`config.mk`:
```
export PLATFORM = sky130hd
export DESIGN_NAME = conversion_ctrl
export DESIGN_NICKNAME = d
export VERILOG_FILES = /design/src/rtl/conversion_ctrl.sv
export SDC_FILE = /design/constraint.sdc
export NUM_CORES = 1
export LEC_CHECK = 0
export CORE_ASPECT_RATIO = 0.75
export CORE_MARGIN = 3
export CORE_UTILIZATION = 36
export DETAILED_ROUTE_END_ITERATION = 6
export PLACE_DENSITY = 0.76
export SKIP_LAST_GASP = 1
export SYNTH_ARGS = -nofsm -noshare
export SYNTH_HDL_FRONTEND = slang
export SYNTH_SLANG_ARGS = --single-unit
```
`constraint.sdc`:
```
create_clock -name clk -period 0.98 [get_ports clk]
set_input_delay 0.196 -clock clk [delete_from_list [all_inputs] [get_ports clk]]
set_output_delay 0.196 -clock clk [all_outputs]
set_load 0.01 [all_outputs]
```
`src/rtl/conversion_ctrl.sv`:
```
`timescale 1ns/1ps
// conversion_ctrl
//   Sequencer in front of the combinational unit-conversion datapath.
//   It accepts a raw sample, holds the user-selected output unit and drives
//   the datapath with a stable operand for CONV_LAT cycles. It then captures
//   the result and offers it downstream. When the selected unit changes, it
//   re-converts the last held sample so the display refreshes without a new
//   measurement.
//
// Ports
//   clk, rst_n              clock, synchronous active-low reset
//   in_data/valid/ready     raw sample handshake (upstream)
//   unit_next               one-cycle pulse: advance the selected unit
//   unit_sel                currently selected unit
//   conv_data/conv_unit     operands to the conversion datapath
//   conv_result             result from the conversion datapath
//   out_data/unit/valid/ready  converted result handshake (downstream)
//   busy                    sequencer is not idle
module conversion_ctrl #(
  parameter int DATA_W    = 19,
  parameter int NUM_UNITS = 4,
  parameter int CONV_LAT  = 1
) (
  input  logic              clk,
  input  logic              rst_n,
  input  logic [DATA_W-1:0] in_data,
  input  logic              in_valid,
  output logic              in_ready,
  input  logic              unit_next,
  output logic [1:0]        unit_sel,
  output logic [DATA_W-1:0] conv_data,
  output logic [1:0]        conv_unit,
  input  logic [DATA_W-1:0] conv_result,
  output logic [DATA_W-1:0] out_data,
  output logic [1:0]        out_unit,
  output logic              out_valid,
  input  logic              out_ready,
  output logic              busy
);

  localparam int CNT_W = (CONV_LAT > 1) ? $clog2(CONV_LAT) : 1;
  localparam logic [CNT_W-1:0] CNT_LAST = CNT_W'(CONV_LAT - 1);
  localparam logic [1:0]       UNIT_MAX = 2'(NUM_UNITS - 1);

  typedef enum logic [1:0] {
    ST_IDLE,
    ST_CONVERT,
    ST_OUTPUT
  } state_e;

  state_e            state_q, state_d;
  logic [1:0]        unit_q, unit_d;
  logic [1:0]        last_unit_q, last_unit_d;
  logic              have_q, have_d;
  logic [CNT_W-1:0]  cnt_q, cnt_d;
  logic [DATA_W-1:0] conv_data_q, conv_data_d;
  logic [1:0]        conv_unit_q, conv_unit_d;
  logic [DATA_W-1:0] out_data_q, out_data_d;
  logic [1:0]        out_unit_q, out_unit_d;
  logic              out_valid_q, out_valid_d;

  // NOTE: every variable gets its hold value first, so no path through this
  // block leaves a signal unassigned and no latch is inferred.
  always_comb begin
    state_d     = state_q;
    unit_d      = unit_q;
    last_unit_d = last_unit_q;
    have_d      = have_q;
    cnt_d       = cnt_q;
    conv_data_d = conv_data_q;
    conv_unit_d = conv_unit_q;
    out_data_d  = out_data_q;
    out_unit_d  = out_unit_q;
    out_valid_d = out_valid_q;

    // The unit selector runs independently of the sequencer state.
    if (unit_next) begin
      unit_d = (unit_q == UNIT_MAX) ? 2'd0 : unit_q + 2'd1;
    end

    unique case (state_q)
      ST_IDLE: begin
        // A new sample wins over a refresh; both latch the pre-increment unit.
        if (in_valid) begin
          conv_data_d = in_data;
          conv_unit_d = unit_q;
          have_d      = 1'b1;
          cnt_d       = '0;
          state_d     = ST_CONVERT;
        end else if (have_q && (unit_q != last_unit_q)) begin
          conv_unit_d = unit_q;
          cnt_d       = '0;
          state_d     = ST_CONVERT;
        end
      end
      ST_CONVERT: begin
        if (cnt_q == CNT_LAST) begin
          out_data_d  = conv_result;
          out_unit_d  = conv_unit_q;
          out_valid_d = 1'b1;
          state_d     = ST_OUTPUT;
        end else begin
          cnt_d = cnt_q + CNT_W'(1);
        end
      end
      ST_OUTPUT: begin
        // Remembering the delivered unit is what later triggers (or
        // suppresses) a refresh; multiple unit pulses collapse into one.
        if (out_ready) begin
          out_valid_d = 1'b0;
          last_unit_d = out_unit_q;
          state_d     = ST_IDLE;
        end
      end
      default: state_d = ST_IDLE;
    endcase
  end

  // NOTE: sequential state uses non-blocking assignments so every register
  // samples the pre-edge values, and reset is checked synchronously here.
  always_ff @(posedge clk) begin
    if (!rst_n) begin
      state_q     <= ST_IDLE;
      unit_q      <= '0;
      last_unit_q <= '0;
      have_q      <= 1'b0;
      cnt_q       <= '0;
      conv_data_q <= '0;
      conv_unit_q <= '0;
      out_data_q  <= '0;
      out_unit_q  <= '0;
      out_valid_q <= 1'b0;
    end else begin
      state_q     <= state_d;
      unit_q      <= unit_d;
      last_unit_q <= last_unit_d;
      have_q      <= have_d;
      cnt_q       <= cnt_d;
      conv_data_q <= conv_data_d;
      conv_unit_q <= conv_unit_d;
      out_data_q  <= out_data_d;
      out_unit_q  <= out_unit_d;
      out_valid_q <= out_valid_d;
    end
  end

  assign in_ready  = (state_q == ST_IDLE);
  assign busy      = (state_q != ST_IDLE);
  assign unit_sel  = unit_q;
  assign conv_data = conv_data_q;
  assign conv_unit = conv_unit_q;
  assign out_data  = out_data_q;
  assign out_unit  = out_unit_q;
  assign out_valid = out_valid_q;

endmodule

```
* After elaboration in Yosys (flattened, before gate mapping)
Index checks and enable logic that the tools add are counted.
Storage, ports and cells: register bits 51, logic and storage cells 48, input port bits 43, latch bits 0, memories kept 0, output and inout bits 47, memory bits (read-only) 0, memory bits (writable) 0
Operators by class: bitwise gates (word level) 1, div/mod/pow operators 0, order comparisons 0, shift-type cells 0, equality and inequality tests 7, $add $sub $neg 2, muxes and demuxes 15, multiply operators 0, reduce and logical (&&, ||, !) cells 13
Operator list (number):
- 2-bit 2-to-1 mux | 7
- 2-bit AND reduction | 5
- 2-bit nonzero test | 4
- 2-bit case mux with 3 select lines | 1
- 3-bit AND reduction | 2
- 1-bit 2-to-1 mux | 5
- 2-bit == test (second input constant) | 2
- 2-bit != test (second input constant) | 2
- 1-bit case mux with 2 select lines | 2
- 3-bit by 2-bit != test with 1-bit output (second input constant) | 1
- 2-bit by 1-bit adder with 2-bit output (second input constant) | 1
- 2-bit by 1-bit == test with 1-bit output (second input constant) | 1
- 2-bit zero test | 1
- 2-bit != test | 1
- 1-bit adder (second input constant) | 1
- 1-bit logical AND | 1
- 1-bit inverter | 1

* Logic depth before layout (Yosys ltp)
depth in word-level cells 5, gate-level depth with buffers 5, mapped depth without buffers 4

* Worst setup path after synthesis
OpenSTA, ideal clock, no wires.
path kind flip-flop to flip-flop, start point register unit_q[0] (netlist: unit_sel[0]), end point register conv_unit_q[0] (netlist: conv_unit[0]), period minus slack after synthesis 1.105 ns, slack -0.125 ns, setup time 0.132 ns, required time 0.848 ns, arrival 0.973 ns, stages on the path, launching flop included 5, path buffers 0, cell sequence dfxtp_1 xor2_1 o211a_1 o21ai_0 a21oi_1
On the way: longest elaborated chain between the ends 4, elaborated cells between the ends (all ways) 6, those cells by class eq/ne (1); mux (2); reduce/logical (3)
RTL lines:
- start: declaration | RTL line 52 | logic [1:0] unit_q, unit_d;
- start signal: assignment | RTL line 135 | unit_q <= unit_d;
- 2-bit != test | RTL line 90 | end else if (have_q && (unit_q != last_unit_q)) begin
- 1-bit logical AND | RTL line 90
- 2-bit nonzero test (no source line)
- 2-bit AND reduction (no source line)
- end signal: assignment | RTL line 140 | conv_unit_q <= conv_unit_d;
- end: declaration | RTL line 57 | logic [1:0] conv_unit_q, conv_unit_d;
Several ways; a longest one is shown, not always the timed one. The select of a mux whose other input is x is not followed. A chain may end at the register's enable or synchronous reset.

* Final worst setup path
start point register state_q[0], end point output busy
On the way: longest elaborated chain between the ends 1
RTL lines:
- start: declaration | RTL line 51 | state_e state_q, state_d;
- start signal: assignment | RTL line 134 | state_q <= state_d;
- 2-bit nonzero test | RTL line 148 | assign busy = (state_q != ST_IDLE);
- end: declaration | RTL line 38 | output logic busy
Every way passes these cells.

==> impl_summary.md <==
Status
The run finished, with violations left. The final reports fail on negative setup slack.

STA
The actual slew at the worst max-slew pin is 259 ps. The clock skew is 1.63 ps. In the post-route analysis, the smallest setup slack over all paths is -207 ps. Setup violations remaining at the end of the flow were counted as 52.

The post-route clock period utilization is 121%. The worst pin sits at a relative slew slack of 82.6%. The total count of max-transition violations in the final report came to 0. For the finished layout, the period the worst path requires is 1190 ps. The setup TNS is -7680 ps.

The upper clock frequency limit is 842 MHz. The count of final hold-check violations is 0. Setup repair after global routing could not meet its margin everywhere.

Power and ir drop
For this design the static power due to leakage is 1.40 nW. The part of the total power dissipated in sequential elements is 47.7%. Net switching is 26.1% of the power.

Internal power comes to 3.49 mW. The share of power burned in the clock network is 30.2%. For this design the ratio of total power to cell area is 1500 nW/µm².

The power consumption is 4.72 mW. The power spent charging and discharging nets is 1.23 mW. Per report_power, the combinational group accounts for 22.1% of the total. The largest voltage drop on the vdd net is 0.000876 V.

Synth
In this run, distinct cell masters in the synthesized netlist total 22. The sequential-to-total area share from yosys stat is 55.1%. The synthesized netlist devotes 14.5% of its cell area to compound gates.

The number of register bits inferred by synthesis is 50. In the synthesized netlist, the number of instances is 222. The simple-gate portion of the synthesized area is 21.7%. The post-synthesis average cell area is 8.19 µm². Synthesis produced a netlist with a net count of 266.

The mapped netlist covers 1820 µm². Summing the areas of all fa, ha and maj instances in the mapped netlist gives 0.688% of the synthesized area. By area, the combinational part of the netlist is dominated by simple AND/OR/NAND/NOR gates. The total number of yosys warnings is 0. Of the post-synthesis cell area, the part taken by muxes is 1.65%. The xor/xnor cell area share of the yosys netlist is 0.964%.

Setup path
Along the worst path, the maximum fanout reaches 5. The critical path capture point type is a primary output. The arrival time of data at the critical path endpoint is 990 ps. STA puts the critical path data required time at 780 ps. The launching element type of the critical path is a flop. The worst setup path is of the reg2out kind.

Clock network
The post-CTS clock slew at the launch and capture registers of the worst setup and hold paths is 90 ps. Counting along the longest clock path gives a buffer depth of 2. The number of buffers created by CTS is 5.

TritonCTS built the clock tree. The clock reaches the later pin of the worst-skew pair after 290 ps. Counting every sink on the clock net gives 50.

The number of hold-repair buffers added at the cts stage is 0. The tree is rooted in a sky130_fd_sc_hd__clkbuf_8. The H-tree was split into 2 levels.

Route
After detailed routing, the met3 layer carries 428 µm of wire. The final routed wire length divided by cell count is 13.8 µm. The total via count after detailed routing is 1,857.

The number of detailed-routing iterations run before antenna repair is 4. After detailed routing, the number of remaining DRC violations is 0. Wires add up to 5.42 mm. In the routed layout, each cell is associated on average with a via count of 4.74. For this block, the initial DRC count from the detailed router was 75. The detail route stage leaves a number of antenna-violating nets equal to 0.

The length of routed wiring on met1 is 2.45 mm. The top layer reached by signal wires is met4. The routed wire length on met2 is 2.52 mm.

Floorplan
The placement row count is 21. The die is 67.5 µm tall. The floorplan step defined a die boundary enclosing 5950 µm². The starting utilization of the core area is 39.1%. The x dimension of the die is 88.1 µm. For this design the top-level I/O count stands at 90. The area of the core is 4650 µm².

Placed design
The worst slack after detailed placement is -325 ps. The number of buffer cells added on primary ports is 89. The total half-perimeter wirelength after legalization and detailed placement is 3.45 mm. The congestion estimate from routability-driven global placement came to 0.724.

Global routing
The global-route wire length before repair is 8.29 mm. The overall overflow remaining after global route is 0. The global-route total usage across every layer is 18.1%. Entering global routing, the biggest net connects 34 pins. The number of global-route vias before repair was 1,747. The number of antenna violations at the first check in global routing is 0.

Flow run
The max-capacitance violation count is 0.

Min path
The worst hold path class is in2reg.

Layout
The layout net count is 378. The final core utilization is 67.8%. Cells with a size suffix above 1 make up 49.9% of the layout.

The layout-stage area growth over the synthesis result is 73.4%. The diode insertion count for antenna repair is 0. Fill cells in the final layout number 406.
==> logic make-up after synthesis <==
family,after synthesis
simple gates,98
compound gates,51
flops,50
buf+inv,17
mux,3
xor+xnor,2
fa+ha+maj,1
==> cells in the final DEF, fill, tap and decap left out <==
cell / n
sky130_fd_sc_hd__nand2_1: 65
sky130_fd_sc_hd__and2b_2: 1
sky130_fd_sc_hd__mux2i_1: 3
sky130_fd_sc_hd__clkbuf_4: 1
sky130_fd_sc_hd__o211a_1: 1
sky130_fd_sc_hd__bufinv_16: 1
sky130_fd_sc_hd__dfxtp_4: 2
sky130_fd_sc_hd__a21oi_1: 31
sky130_fd_sc_hd__a21oi_2: 15
sky130_fd_sc_hd__o21ai_1: 2
sky130_fd_sc_hd__nor2_1: 7
sky130_fd_sc_hd__o21ai_0: 1
sky130_fd_sc_hd__or3_4: 1
sky130_fd_sc_hd__nand2_4: 7
sky130_fd_sc_hd__buf_6: 23
sky130_fd_sc_hd__inv_4: 1
sky130_fd_sc_hd__inv_1: 3
sky130_fd_sc_hd__buf_4: 12
sky130_fd_sc_hd__clkdlybuf4s50_1: 42
sky130_fd_sc_hd__nand2_2: 11
sky130_fd_sc_hd__nand3_1: 2
sky130_fd_sc_hd__ha_4: 1
sky130_fd_sc_hd__nor2_4: 1
sky130_fd_sc_hd__dfxtp_2: 42
sky130_fd_sc_hd__clkbuf_8: 5
sky130_fd_sc_hd__and2_4: 4
sky130_fd_sc_hd__dfxtp_1: 6
sky130_fd_sc_hd__xor2_1: 2
sky130_fd_sc_hd__inv_2: 1
sky130_fd_sc_hd__o211ai_1: 1
sky130_fd_sc_hd__clkbuf_1: 1
sky130_fd_sc_hd__buf_12: 2
sky130_fd_sc_hd__nor3_2: 1
sky130_fd_sc_hd__nand3b_1: 1
sky130_fd_sc_hd__buf_2: 35
==> metal layers <==
metal	vias to the layer above	GRT usage, %
met1	842	23.6
met4	0	2.83
met2	67	29.7
met5	-	0
met3	4	6.22
li1	944	-
==> path summary, 6_finish.rpt <==
path,from,endpoint,slack (ps),cells past startpoint
setup reg to reg,state_q[0]$_SDFFE_PN0P_,conv_data[4]$_SDFFE_PN0P_,-190,6
hold / removal,conv_result[6],out_data[6]$_SDFFE_PN0P_,430,3
hold reg to reg,out_data[16]$_SDFFE_PN0P_,out_data[16]$_SDFFE_PN0P_,450,2
setup / recovery,state_q[0]$_SDFFE_PN0P_,busy,-210,3
==> area by class of cell <==
cell class                 instances  area [µm²]  area share, %
inverter                           4        15.0          0.476
clock inverter                     2        36.3           1.15
clock buffer                       6        72.6           2.30
multi-input combinational        158         903           28.7
tap                               57        71.3           2.26
timing repair buffer             115         992           31.5
sequential                        50        1060           33.7
==> power groups by stage <==
| stage | Clock, mW | Combinational (mW) | Sequential [mW] |
|---|---|---|---|
| CTS | 1.44 | 0.932 | 2.25 |
| detailed placement | 0 | 0.932 | 2.28 |
| global route | 1.52 | 1.14 | 2.27 |
| finish | 1.43 | 1.04 | 2.25 |
| floorplan | 0 | 0.332 | 2.33 |
| global placement | 0 | 0.916 | 2.28 |
==> worst max-delay path, cell delays in order (launching register included) <==
cell and delay [ps]:
sky130_fd_sc_hd__dfxtp_2 340, sky130_fd_sc_hd__nor2_4 170, sky130_fd_sc_hd__inv_1 60, sky130_fd_sc_hd__buf_2 130
==> registers in the layout, indices dropped and copies added (netlist names) <==
name	count
conv_unit	2
have_q	1
unit_sel	2
out_data	19
out_valid	1
state_q	2
out_unit	2
last_unit_q	2
conv_data	19
==> stage by stage <==
stage	instance area, µm²	instances	hold WS [ps]
finish	3150	392	431
global route	3150	392	430
CTS	2930	388	426
detailed placement	2870	373	446
global placement	2870	373	441
floorplan	1830	222	332
==> timing repair <==
| item | CTS | global route |
|---|---|---|
| gates resized for setup | 251 | 51 |
| pin swaps | 8 | 25 |
| buffers inserted | 1 | 4 |
| gates cloned | 6 | 0 |
| endpoints found under the setup margin | 96 | 69 |
==> Yosys cell counts <==
cell type,instances,area (µm²)
sky130_fd_sc_hd__buf_6,2,22.5
sky130_fd_sc_hd__nand2_1,83,312
sky130_fd_sc_hd__buf_2,2,10.0
sky130_fd_sc_hd__nor2_4,1,11.3
sky130_fd_sc_hd__o21ai_0,3,15.0
sky130_fd_sc_hd__xor2_1,2,17.5
sky130_fd_sc_hd__buf_4,5,37.5
sky130_fd_sc_hd__dfxtp_1,50,1000
sky130_fd_sc_hd__and2b_1,1,7.51
sky130_fd_sc_hd__a21oi_1,46,230
sky130_fd_sc_hd__o211ai_1,1,7.51
sky130_fd_sc_hd__ha_1,1,12.5
sky130_fd_sc_hd__nand3_1,2,10.0
sky130_fd_sc_hd__clkbuf_1,4,15.0
sky130_fd_sc_hd__or3_1,1,6.26
sky130_fd_sc_hd__and2_4,1,8.76
sky130_fd_sc_hd__nand3b_1,1,7.51
sky130_fd_sc_hd__o211a_1,1,10.0
sky130_fd_sc_hd__nor3_1,1,5.00
sky130_fd_sc_hd__nor2_1,7,26.3
sky130_fd_sc_hd__inv_1,4,15.0
sky130_fd_sc_hd__mux2i_1,3,30.0
(Power assumes the default switching activity.)
